==> src/rtl/ks_disp_pkg.sv <==
// rtl/ks_disp_pkg.sv - shared types and constants for the keystream display buffer
//
// Contents:
//   WORD_W          width of one displayed word (four hex digits)
//   DBNC_CYCLES_DEF default debounce length (10 ms at 50 MHz)
//   ks_state_e      capture/browse controller states
package ks_disp_pkg;

  localparam int WORD_W          = 16;
  localparam int DBNC_CYCLES_DEF = 500000;

  typedef enum logic [1:0] {
    IDLE    = 2'd0,
    CAPTURE = 2'd1,
    BROWSE  = 2'd2
  } ks_state_e;

endpackage

==> src/rtl/btn_debounce.sv <==
// rtl/btn_debounce.sv - push-button synchroniser and debouncer with rising-edge pulse
//
// Ports:
//   clk   in   system clock
//   rst   in   synchronous active-high reset
//   din   in   raw asynchronous button level
//   dout  out  debounced level
//   rise  out  one-cycle pulse when dout goes 0 -> 1
module btn_debounce
  import ks_disp_pkg::*;
#(
  parameter int DBNC_CYCLES = DBNC_CYCLES_DEF
) (
  input  logic clk,
  input  logic rst,
  input  logic din,
  output logic dout,
  output logic rise
);

  localparam int                CNT_W    = $clog2(DBNC_CYCLES + 1);
  localparam logic [CNT_W-1:0]  CNT_LAST = CNT_W'(DBNC_CYCLES - 1);

  logic             sync1;
  logic             sync2;
  logic [CNT_W-1:0] cnt;

  always_ff @(posedge clk) begin
    if (rst) begin
      sync1 <= 1'b0;
      sync2 <= 1'b0;
      dout  <= 1'b0;
      rise  <= 1'b0;
      cnt   <= '0;
    end else begin
      sync1 <= din;
      sync2 <= sync1;
      rise  <= 1'b0;
      // The count only survives while the synchronised level keeps
      // disagreeing with the output; any bounce back restarts it.
      if (sync2 != dout) begin
        if (cnt == CNT_LAST) begin
          dout <= sync2;
          rise <= sync2;
          cnt  <= '0;
        end else begin
          cnt <= cnt + 1'b1;
        end
      end else begin
        cnt <= '0;
      end
    end
  end

endmodule

==> src/rtl/ks_show_buffer.sv <==
// rtl/ks_show_buffer.sv - captures keystream bits into 16-bit words and browses them for the 7-seg driver
//
// Ports:
//   clk, rst            system clock, synchronous active-high reset
//   start               level; begins a capture run from IDLE or BROWSE
//   ks_valid, ks_bit    serial keystream from the cipher core
//   ks_ready            high while capturing; a bit moves when ks_valid && ks_ready
//   btn_next, btn_prev  raw push-buttons stepping through stored words
//   show                word on the seven-segment display
//   word_idx            index of the word on show
//   done                capture complete, browse mode active
module ks_show_buffer
  import ks_disp_pkg::*;
#(
  parameter int DEPTH       = 8,
  parameter int DBNC_CYCLES = DBNC_CYCLES_DEF,
  parameter int IDX_W       = $clog2(DEPTH)
) (
  input  logic              clk,
  input  logic              rst,
  input  logic              start,
  input  logic              ks_valid,
  input  logic              ks_bit,
  output logic              ks_ready,
  input  logic              btn_next,
  input  logic              btn_prev,
  output logic [WORD_W-1:0] show,
  output logic [IDX_W-1:0]  word_idx,
  output logic              done
);

  localparam logic [IDX_W-1:0] IDX_MAX = IDX_W'(DEPTH - 1);

  ks_state_e         state;
  ks_state_e         state_nxt;
  logic [WORD_W-2:0] shift;      // the 15 most recent bits; the 16th arrives with ks_bit
  logic [3:0]        bitcnt;
  logic [IDX_W-1:0]  wr_ptr;
  logic [IDX_W-1:0]  idx;
  logic [WORD_W-1:0] mem [DEPTH];

  logic              accept;
  logic              word_done;
  logic              last_word;
  logic [WORD_W-1:0] word_in;
  logic              next_pulse;
  logic              prev_pulse;
  logic              next_lvl;
  logic              prev_lvl;
  logic              unused_lvl;

  btn_debounce #(.DBNC_CYCLES(DBNC_CYCLES)) u_dbnc_next (
    .clk  (clk),
    .rst  (rst),
    .din  (btn_next),
    .dout (next_lvl),
    .rise (next_pulse)
  );

  btn_debounce #(.DBNC_CYCLES(DBNC_CYCLES)) u_dbnc_prev (
    .clk  (clk),
    .rst  (rst),
    .din  (btn_prev),
    .dout (prev_lvl),
    .rise (prev_pulse)
  );

  // Only the edge pulses matter here; the levels are kept for observability.
  assign unused_lvl = next_lvl ^ prev_lvl;

  assign ks_ready  = (state == CAPTURE);
  assign done      = (state == BROWSE);
  assign accept    = ks_valid && ks_ready;
  assign word_in   = {shift, ks_bit};
  assign word_done = accept && (bitcnt == 4'd15);
  assign last_word = word_done && (wr_ptr == IDX_MAX);

  always_ff @(posedge clk) begin
    if (rst) begin
      state <= IDLE;
    end else begin
      state <= state_nxt;
    end
  end

  always_comb begin
    state_nxt = state;
    case (state)
      IDLE:    if (start)     state_nxt = CAPTURE;
      CAPTURE: if (last_word) state_nxt = BROWSE;
      BROWSE:  if (start)     state_nxt = CAPTURE;
      default:                state_nxt = IDLE;
    endcase
  end

  // Distributed RAM: no reset, entries are always rewritten before being shown.
  always_ff @(posedge clk) begin
    if (word_done) begin
      mem[wr_ptr] <= word_in;
    end
  end

  always_ff @(posedge clk) begin
    if (rst) begin
      shift    <= '0;
      bitcnt   <= '0;
      wr_ptr   <= '0;
      idx      <= '0;
      show     <= '0;
      word_idx <= '0;
    end else begin
      case (state)
        IDLE: begin
          if (start) begin
            shift  <= '0;
            bitcnt <= '0;
            wr_ptr <= '0;
            idx    <= '0;
          end
        end
        CAPTURE: begin
          if (accept) begin
            shift  <= word_in[WORD_W-2:0];
            bitcnt <= bitcnt + 4'd1;
          end
          if (word_done) begin
            wr_ptr <= wr_ptr + 1'b1;
            if (last_word) begin
              // mem[0] was written by an earlier word of this run.
              show     <= mem[0];
              word_idx <= '0;
              idx      <= '0;
            end else begin
              show     <= word_in;
              word_idx <= wr_ptr;
            end
          end
        end
        BROWSE: begin
          if (start) begin
            shift  <= '0;
            bitcnt <= '0;
            wr_ptr <= '0;
            idx    <= '0;
          end else begin
            if (next_pulse && !prev_pulse) begin
              idx <= (idx == IDX_MAX) ? '0 : idx + 1'b1;
            end else if (prev_pulse && !next_pulse) begin
              idx <= (idx == '0) ? IDX_MAX : idx - 1'b1;
            end
            // Display follows idx one cycle later.
            show     <= mem[idx];
            word_idx <= idx;
          end
        end
        default: ;
      endcase
    end
  end

endmodule

==> config.mk <==
export PLATFORM = sky130hd
export DESIGN_NAME = ks_show_buffer
export DESIGN_NICKNAME = d
export VERILOG_FILES = /design/src/rtl/ks_disp_pkg.sv /design/src/rtl/btn_debounce.sv /design/src/rtl/ks_show_buffer.sv
export SDC_FILE = /design/constraint.sdc
export NUM_CORES = 1
export LEC_CHECK = 0
export CORE_ASPECT_RATIO = 1.5
export CORE_UTILIZATION = 65
export DETAILED_ROUTE_END_ITERATION = 8
export GPL_TIMING_DRIVEN = 1
export MAX_ROUTING_LAYER = met4
export PLACE_DENSITY = 0.91
export SYNTH_ARGS = -nofsm -noshare
export SYNTH_HDL_FRONTEND = slang
export SYNTH_SLANG_ARGS = --single-unit
==> constraint.sdc <==
create_clock -name clk -period 7.2 [get_ports clk]
set_clock_uncertainty 0.2 [all_clocks]
set_input_delay 1.44 -clock clk [delete_from_list [all_inputs] [get_ports clk]]
set_output_delay 1.44 -clock clk [all_outputs]
set_load 0.02 [all_outputs]
==> flow_summary.toml <==
[outcome]
status = "completed"

[final_layout]
area_growth_pct = 11.4
n_fill_cell = 874
drive_gt1_share_pct = 7.94
antenna_cells = 0
finalNetCount = 814

[setup_path]
reg2reg_to = "show[13]$_SDFFE_PP0P_"
crit_arrival_ns = 4.29
path_max_fanout = 25
startpoint_type = "input port"
r2r_setup_slack_ns = 3.53
cp-end-kind = "flop"
r2r-start = "state[1]$_SDFFE_PP0P_"
crit_type = "in2reg"
rr_worst_depth = 6
required_ns = 7.10

[power]
vdd_drop_max_mv = 0.195
power.total_mw = 2.57
power.leakage_nw = 3.35
power_density_nw_per_um2 = 244

[routing]
wirelength_um = 21600
antenna_left = 0
vias_per_cell = 6.54
drc = 0
routedWlPerCell_um = 21.7
vias = 6531
dr.pass1.iters = 5
drt_iter0_markers = 588

[yosys]
synth_area_leaders = "edfxtp_1 (41%), dfxtp_1 (20%), mux2i_1 (8.4%)"
synth_edf_count = 128
synth_cells = 770
yosysTopAreaCell = "edfxtp_1"
ys.flop_type = "edfxtp_1"
ys_seq_elements = 223
yosysWarnings = 0
seq_area_frac_synth_pct = 60.7
async_flop_share_pct = 0
netlist_area_um2 = 9460
synth_cell_type_count = 58
netlist_top_cells_count = "edfxtp_1 (128), dfxtp_1 (95), mux2i_1 (79)"
synth.top_cell.area_share_pct = 40.6
yosysMostFrequentCell = "edfxtp_1"
synth.avg_cell_area_um2 = 12.3
syn_nets = 792

[sta]
min_period_over_period_pct = 61.0
slew_violations = 0
worst_slew_pin_slew_ns = 1.34
max_slew_margin_pct = 10.3
hold_violations = 0
finalSetupViolCount = 0
fmax_mhz = 228
rsz0062_at_grt = "no"
period_needed_ns = 4.39
fin_setup_tns_ns = 0

[global_route]
grt_max_degree = 47
gr-max-usage-layer = "met2"
grt_pass1_wl_um = 35300
use_met3_pct = 4.02
first_global_vias = 6948
met1_usage_pct = 34.7
use_met2_pct = 55.1
grt-ovfl-total = 0
grt_usage_pct = 31.2
antenna_found_initial = 0

[hold_path]
min-delay-start = "u_dbnc_prev.sync1$_SDFF_PP0_"
min_to = "u_dbnc_prev.sync2$_SDFF_PP0_"
min_path_type = "reg2reg"
worstHoldPathCells = 1

[clock_network]
clk_latency_ns = 0.49
postCtsSetupRepairBufs = 0
clockBufferDepth = 3
cts-root-buf = "clkbuf_16"
h-tree-depth = 1
clk_pin_slew_ns = 0.06
numClockSinks = 223
tritoncts = "yes"
cts_buffers = 20
postCtsHoldBufs = 0
post_cts_resized = 0

[run]
max_cap_viol_count = 0

[placement]
gp_congestion = 0.855
portBuffers = 27
place_hpwl_um = 13100

[die]
dieArea_um2 = 15100
rows = 53
dieHeight_um = 150
start_util_pct = 67.0
die_w_um = 101
core_um2 = 14100
num_io_pins = 28
-- flip-flops by register name (all words and copies together), names as in the netlist, 2 cells and up, named ones only --
| name | count |
|---|---|
| bitcnt | 4 |
| idx | 3 |
| mem | 128 |
| shift | 15 |
| show | 16 |
| state | 2 |
| u_dbnc_next.cnt | 19 |
| u_dbnc_prev.cnt | 19 |
| word_idx | 3 |
| wr_ptr | 3 |
-- worst max-delay path, stage by stage --
cell and delay, ns:
clkdlybuf4s50_1 0.50, nand3_1 0.67, nor2_1 0.44, nand2_1 0.19
nor3_2 1.04
-- power breakdown --
part | leakage, nW | internal (mW) | switching [mW]
clock network | 0.309 | 0.571 | 0.440
registers | 1.95 | 1.35 | 0.0186
logic | 1.08 | 0.0746 | 0.118
-- kinds of logic after synthesis --
| family | after synthesis | share of synthesized area [%] |
|---|---|---|
| compound gates | 141 | 10.7 |
| fa+ha+maj | 15 | 1.98 |
| flops | 223 | 60.7 |
| buf+inv | 57 | 2.76 |
| xor+xnor | 29 | 2.68 |
| simple gates | 226 | 12.8 |
| mux | 79 | 8.36 |
-- metal layers --
metal | share of wire (%) | vias up
met5 | 0 | -
met4 | 4.3 | 0
met3 | 6.9 | 71
met2 | 53 | 332
met1 | 36 | 3173
li1 | - | 2955
-- worst max path at each step --
stage / from / to / slack (ns) / depth (start not counted)
after floorplan: ks_valid / mem[0][0]$_DFFE_PP_ / 3.21 / 3
after global placement: ks_valid / mem[2][5]$_DFFE_PP_ / 2.68 / 5
after detailed placement: ks_valid / mem[2][6]$_DFFE_PP_ / 2.42 / 5
after CTS: ks_valid / mem[2][13]$_DFFE_PP_ / 2.87 / 5
after global routing: ks_valid / mem[2][14]$_DFFE_PP_ / 2.60 / 5
final: ks_valid / mem[2][13]$_DFFE_PP_ / 2.81 / 5
-- layout make-up --
cell class / count / area (um^2) / share of cell area, %
clock buffers: 31 / 597 / 5.66
clock inverters: 5 / 23.8 / 0.226
inverters: 15 / 56.3 / 0.534
multi-input cells: 490 / 3490 / 33.1
flip-flops and latches: 223 / 5750 / 54.5
well taps: 192 / 240 / 2.28
repair buffers: 42 / 383 / 3.63
-- per-stage QoR --
step           setup slack (ns)  util [%]  hold slack [ns]  std cells  area, um^2
2_1_floorplan              3.21         -            0.211        770        9460
3_3_place_gp               2.68      70.2            0.222        962        9920
3_5_place_dp               2.42      70.2            0.226        962        9920
4_1_cts                    2.87      74.6            0.240        998       10500
5_1_grt                    2.60      74.6            0.253        998       10500
6_report                   2.81      74.6            0.234        998       10500
-- cells in the final DEF, fill, tap and decap left out, types with 17 or more instances in the layout --
master             n
o21ai_0           23
or4_1             18
mux2i_1           79
nor2_1            58
a21oi_1           28
edfxtp_1         128
dfxtp_1           93
nand2_1           50
clkbuf_16         21
clkdlybuf4s50_1   27
nand3_1           17
(Power assumes the default switching activity.)
